`src/rtl/trace_history.sv`:
```
// Decimated position trail: shifts the latched tracker position into a DEPTH-deep
// history on capture frames, freezes on misses and clears after MISS_LIMIT misses.
module trace_slot (
  input  logic        clk_in,
  input  logic        rst_in,
  input  logic        push_i,
  input  logic        clr_i,
  input  logic [10:0] x_i,
  input  logic [9:0]  y_i,
  input  logic        v_i,
  output logic [10:0] x_o,
  output logic [9:0]  y_o,
  output logic        v_o
);
  always_ff @(posedge clk_in or posedge rst_in) begin
    if (rst_in) begin
      x_o <= '0;
      y_o <= '0;
      v_o <= 1'b0;
    end else if (push_i) begin
      x_o <= x_i;
      y_o <= y_i;
      v_o <= v_i;
    end else if (clr_i) begin
      v_o <= 1'b0;
    end
  end
endmodule

module trace_history #(
  parameter int DEPTH      = 5,
  parameter int DECIM      = 1,
  parameter int MISS_LIMIT = 8,
  parameter int H_MAX      = 1279,
  parameter int V_MAX      = 719
) (
  input  logic                    clk_in,
  input  logic                    rst_in,
  input  logic                    nf_in,
  input  logic                    valid_in,
  input  logic [11:0]             x_in,
  input  logic [10:0]             y_in,
  output logic [DEPTH-1:0][10:0]  trail_x_out,
  output logic [DEPTH-1:0][9:0]   trail_y_out,
  output logic [DEPTH-1:0]        trail_valid_out,
  output logic                    update_out
);
  localparam logic [1:0] ST_EMPTY = 2'd0;
  localparam logic [1:0] ST_TRACK = 2'd1;
  localparam logic [1:0] ST_HOLD  = 2'd2;

  logic [1:0]  state_q, state_d;
  logic [3:0]  fcnt_q, fcnt_d;
  logic [7:0]  miss_q, miss_d;
  logic [10:0] pend_x_q, pend_x_d, x_cl;
  logic [9:0]  pend_y_q, pend_y_d, y_cl;
  logic        seen_q, seen_d;
  logic        update_q;
  logic        capture, push, clr;

  assign x_cl    = (x_in > 12'(H_MAX)) ? 11'(H_MAX) : x_in[10:0];
  assign y_cl    = (y_in > 11'(V_MAX)) ? 10'(V_MAX) : y_in[9:0];
  assign capture = nf_in && (fcnt_q == 4'(DECIM - 1));

  always_comb begin
    state_d  = state_q;
    fcnt_d   = fcnt_q;
    miss_d   = miss_q;
    pend_x_d = pend_x_q;
    pend_y_d = pend_y_q;
    seen_d   = seen_q;
    push     = 1'b0;
    clr      = 1'b0;
    if (nf_in) fcnt_d = capture ? 4'd0 : fcnt_q + 4'd1;
    if (capture) begin
      seen_d = 1'b0;
      if (seen_q) begin
        push    = 1'b1;
        miss_d  = '0;
        state_d = ST_TRACK;
      end else begin
        unique case (state_q)
          ST_TRACK, ST_HOLD: begin
            // miss_q is zero in TRACK, so one rule serves both states
            if ({1'b0, miss_q} + 9'd1 >= 9'(MISS_LIMIT)) begin
              clr     = 1'b1;
              miss_d  = '0;
              state_d = ST_EMPTY;
            end else begin
              miss_d  = miss_q + 8'd1;
              state_d = ST_HOLD;
            end
          end
          default: ;
        endcase
      end
    end
    // a sample in the nf cycle belongs to the following frame
    if (valid_in) begin
      pend_x_d = x_cl;
      pend_y_d = y_cl;
      seen_d   = 1'b1;
    end
  end

  always_ff @(posedge clk_in or posedge rst_in) begin
    if (rst_in) begin
      state_q  <= ST_EMPTY;
      fcnt_q   <= '0;
      miss_q   <= '0;
      pend_x_q <= '0;
      pend_y_q <= '0;
      seen_q   <= 1'b0;
      update_q <= 1'b0;
    end else begin
      state_q  <= state_d;
      fcnt_q   <= fcnt_d;
      miss_q   <= miss_d;
      pend_x_q <= pend_x_d;
      pend_y_q <= pend_y_d;
      seen_q   <= seen_d;
      update_q <= push | clr;
    end
  end

  for (genvar g = 0; g < DEPTH; g++) begin : g_slot
    if (g == 0) begin : g_head
      trace_slot u_slot (
        .clk_in(clk_in), .rst_in(rst_in), .push_i(push), .clr_i(clr),
        .x_i(pend_x_q), .y_i(pend_y_q), .v_i(1'b1),
        .x_o(trail_x_out[g]), .y_o(trail_y_out[g]), .v_o(trail_valid_out[g])
      );
    end else begin : g_tail
      trace_slot u_slot (
        .clk_in(clk_in), .rst_in(rst_in), .push_i(push), .clr_i(clr),
        .x_i(trail_x_out[g-1]), .y_i(trail_y_out[g-1]), .v_i(trail_valid_out[g-1]),
        .x_o(trail_x_out[g]), .y_o(trail_y_out[g]), .v_o(trail_valid_out[g])
      );
    end
  end

  assign update_out = update_q;
endmodule

```
`config.mk`:
```
export PLATFORM = sky130hd
export DESIGN_NAME = trace_history
export DESIGN_NICKNAME = d
export VERILOG_FILES = /design/src/rtl/trace_history.sv
export SDC_FILE = /design/constraint.sdc
export NUM_CORES = 1
export LEC_CHECK = 0
export ABC_CLOCK_PERIOD_IN_PS = 10850
export CAP_MARGIN = 15
export CORE_MARGIN = 2
export CORE_UTILIZATION = 30
export DETAILED_ROUTE_END_ITERATION = 10
export HOLD_SLACK_MARGIN = 0.02
export PLACE_DENSITY = 0.49
export SKIP_CTS_REPAIR_TIMING = 1
export SYNTH_ARGS = -nofsm -noshare
export SYNTH_HDL_FRONTEND = slang
export SYNTH_SLANG_ARGS = --single-unit
```
`constraint.sdc`:
```
create_clock -name clk_in -period 10.85 [get_ports clk_in]
set_input_delay 1.6275 -clock clk_in [delete_from_list [all_inputs] [get_ports clk_in]]
set_output_delay 1.6275 -clock clk_in [all_outputs]
set_load 0.05 [all_outputs]
```
==> out/qor.csv <==
metric,value,unit
status,completed,
die outline area,20100,um^2
initial antenna violation count,0,
number of warnings reported in the yosys synthesis log,0,
quantity of I/O buffers inserted on ports,137,
#FFs+latches synth,147,
pin count of the biggest net entering global routing,110,
routed wire length per instance,14.5,um
share of the clock period used by the worst path,30.3,%
violation count after the first detailed-routing iteration,259,
leakage,0.00387,uW
cell chosen for the clock root,sky130_fd_sc_hd__clkbuf_16,
required time reported for the critical path endpoint,9220,ps
r2r worst-path depth,8,
Chip Width,142,um
overall power after layout,2830,uW
launching instance or port of the critical path,g_slot[0].g_head.u_slot.x_o[5]$_DFFE_PP0P_,
DR vias,4326,
Netlist Area Pre-Place,5710,um^2
Final TNS setup,0,ps
number of hold violations in the final report,0,
hold crit path type,flop to flop,
setup repair after global routing missed its margin,no,
pwr dens,357,nW/um^2
wire length of the first global-routing pass,22900,um
distinct cell type count of the synthesized netlist,35,
remaining antenna violation count,0,
Die Ht,142,um
endpoint of the lowest-slack register-to-register path,g_slot[3].g_tail.u_slot.y_o[6]$_DFFE_PP0P_,
worst skew pair latency,410,ps
"EDFF count, synth",0,
final max-slew violation count,0,
final critical-path required period,3290,ps
global route overflow,0,
HPWL after detailed placement,9040,um
Async SR Flop Fraction,100,%
worst-case vdd ir drop,0.121,mV
register area share after synthesis,64.5,%
ratio of cells with drive above 1 in the final layout,5.94,%
DRC violations left,0,
clock sink count,147,
leading register cell type out of synthesis,sky130_fd_sc_hd__dfrtp_1,
Worst path max stage delay,850,ps
global routing usage summed across all routing layers,14.4,%
clock transition time at the flip-flop clock pins of the worst setup and hold paths,60,ps
number of vias per cell after detailed routing,4.44,
Routed WL,14100,um
arrival time at the worst endpoint,1660,ps
CTS tree,built,
post-route setup slack,7560,ps
"CP delay by family, top",buffers and inverters,
RR Startpoint,fcnt_q[0]$_DFFE_PP0P_,
max capacitance violation total,0,
via count of the first global-routing pass,4266,
number of setup violations in the final report,0,
buffer depth of the longest clock path,2,
achievable frequency,304,MHz
mean instance size in the synthesized netlist,9.51,um^2
combined buffer and inverter count along the critical path,1,
number of primary I/O pins,138,
startpoint-to-endpoint class of the critical path,flop to output port,
Worst Path Max Fanout,3,
diode insertion count for antenna repair,0,
starting density of the core,30.5,%
worst slew slack as a fraction of its limit,37.3,%
kind of start point of the critical path,flop,
skew final,9.14,ps
# rows,50,
capture point of the worst path,trail_x_out[5],
detailed-router iteration count before antenna repair,4,
Post-Place Worst Slack,6890,ps
category of the worst setup path capture point,output port,
net count after synthesis,631,
cells along the critical path,clkdlybuf4s50_1,
R2R Setup Slk,8750,ps
Slowest cell on crit path,sky130_fd_sc_hd__clkdlybuf4s50_1,
Final Wtd Congestion,0.737,
area grow syn2layout,38.8,%
number of CTS-inserted buffers,17,
gate count of the mapped netlist,600,
Max H-tree Level,4,
Worst-Margin Slew,940,ps
number of filler instances in the final layout,1818,
Post-layout nets,759,
WP depth,1,
core box area,18700,um^2
==> power by group <==
group	leakage, uW	switching (uW)	total (uW)	internal (uW)
logic	0.00169	883	1280	397
registers	0.00188	160	903	744
clock network	0.000306	235	645	410
total	0.00387	1280	2830	1550
==> per-stage QoR <==
step                utilization (%)  hold WS (ps)  instances  cell area (um^2)
floorplan                         -           430        600              5710
global placement               38.6           450        941              7220
detailed placement             38.6           451        941              7220
CTS                            42.1           470        973              7870
global route                   42.3           493        975              7920
finish                         42.3           473        975              7920
==> how the worst min path moves through the flow <==
stage	startpoint	to	slack, ps	depth (start not counted)
6_report	pend_x_q[10]$_DFFE_PP0P_	g_slot[0].g_head.u_slot.x_o[10]$_DFFE_PP0P_	470	2
5_1_grt	miss_q[7]$_DFFE_PP0P_	miss_q[7]$_DFFE_PP0P_	490	1
2_1_floorplan	pend_y_q[4]$_DFFE_PP0P_	g_slot[0].g_head.u_slot.y_o[4]$_DFFE_PP0P_	430	2
3_5_place_dp	pend_y_q[4]$_DFFE_PP0P_	g_slot[0].g_head.u_slot.y_o[4]$_DFFE_PP0P_	450	2
3_3_place_gp	pend_x_q[5]$_DFFE_PP0P_	g_slot[0].g_head.u_slot.x_o[5]$_DFFE_PP0P_	450	2
4_1_cts	pend_y_q[4]$_DFFE_PP0P_	g_slot[0].g_head.u_slot.y_o[4]$_DFFE_PP0P_	470	2
==> synthesized netlist by cell type (2+ instances only) <==
cell / number / area [um^2]
sky130_fd_sc_hd__nor2_1: 12 / 45.0
sky130_fd_sc_hd__a31oi_1: 6 / 37.5
sky130_fd_sc_hd__ha_1: 4 / 50.1
sky130_fd_sc_hd__buf_4: 6 / 45.0
sky130_fd_sc_hd__nand2_1: 319 / 1200
sky130_fd_sc_hd__and2_1: 6 / 37.5
sky130_fd_sc_hd__buf_6: 4 / 45.0
sky130_fd_sc_hd__buf_2: 9 / 45.0
sky130_fd_sc_hd__a31o_2: 2 / 17.5
sky130_fd_sc_hd__nand2b_1: 2 / 12.5
sky130_fd_sc_hd__mux2i_1: 2 / 20.0
sky130_fd_sc_hd__o22a_1: 8 / 70.1
sky130_fd_sc_hd__dfrtp_1: 147 / 3680
sky130_fd_sc_hd__a21o_1: 2 / 15.0
sky130_fd_sc_hd__o21ai_0: 12 / 60.1
sky130_fd_sc_hd__xnor2_1: 2 / 17.5
sky130_fd_sc_hd__xor2_1: 2 / 17.5
sky130_fd_sc_hd__inv_1: 14 / 52.6
sky130_fd_sc_hd__a21oi_1: 3 / 15.0
sky130_fd_sc_hd__clkbuf_1: 14 / 52.6
sky130_fd_sc_hd__nor2b_1: 2 / 12.5
sky130_fd_sc_hd__nand3_1: 5 / 25.0
sky130_fd_sc_hd__a22o_1: 5 / 43.8
==> sequential cells by signal (all words and copies together) (netlist names), 4 cells and up <==
register / count
miss_q: 8
g_slot.g_tail.u_slot.x_o: 44
pend_y_q: 10
g_slot.g_head.u_slot.y_o: 10
pend_x_q: 11
fcnt_q: 4
g_slot.g_head.u_slot.x_o: 11
g_slot.g_tail.u_slot.y_o: 40
g_slot.g_tail.u_slot.v_o: 4
==> cells by family after synthesis <==
logic type / share of synthesized area, %
compound gates: 5.06
simple gates: 24.4
xor+xnor: 0.614
fa+ha+maj: 0.877
mux: 0.351
flops: 64.5
buf+inv: 4.21
==> final cells by class <==
cell class	count	area, um^2	share of cell area, %
well taps	234	293	3.70
multi-input cells	406	1800	22.7
flip-flops and latches	147	3680	46.4
clock buffers	17	425	5.37
clock inverters	15	229	2.89
repair buffers	142	1440	18.2
inverters	14	57.6	0.727
==> per-layer routing <==
layer / track usage [%] / up-vias / wire [um]
met2: 21.4 / 102 / 6310
met1: 20.6 / 2083 / 7040
met5: 0 / - / 0
met3: 4.02 / 8 / 632
li1: - / 2133 / -
met4: 4.58 / 0 / 158
==> cells in the final DEF, fill, tap and decap left out, types with 2 or more instances in the layout <==
cell type,synthesis,layout
sky130_fd_sc_hd__nor2_1,12,12
sky130_fd_sc_hd__clkinvlp_4,0,4
sky130_fd_sc_hd__nand2b_1,2,2
sky130_fd_sc_hd__and2_1,6,5
sky130_fd_sc_hd__nor2b_1,2,2
sky130_fd_sc_hd__ha_1,4,4
sky130_fd_sc_hd__clkbuf_16,0,17
sky130_fd_sc_hd__a21o_1,2,2
sky130_fd_sc_hd__xnor2_1,2,2
sky130_fd_sc_hd__xor2_1,2,2
sky130_fd_sc_hd__nand2_1,319,319
sky130_fd_sc_hd__buf_4,6,3
sky130_fd_sc_hd__bufinv_16,0,5
sky130_fd_sc_hd__o22a_1,8,8
sky130_fd_sc_hd__a22o_1,5,5
sky130_fd_sc_hd__a31o_2,2,2
sky130_fd_sc_hd__clkinv_4,0,3
sky130_fd_sc_hd__a21oi_1,3,3
sky130_fd_sc_hd__dfrtp_1,147,147
sky130_fd_sc_hd__mux2i_1,2,2
sky130_fd_sc_hd__inv_1,14,13
sky130_fd_sc_hd__nand3_1,5,5
sky130_fd_sc_hd__clkdlybuf4s50_1,0,137
sky130_fd_sc_hd__o21ai_0,12,12
sky130_fd_sc_hd__inv_6,0,3
sky130_fd_sc_hd__a31oi_1,6,6
==> tightest hold or removal path: stages, from the launching register on <==
cell,delay [ps]
sky130_fd_sc_hd__dfrtp_1,340
sky130_fd_sc_hd__nand2_1,50
sky130_fd_sc_hd__nand2_1,50
(Power assumes the default switching activity.)
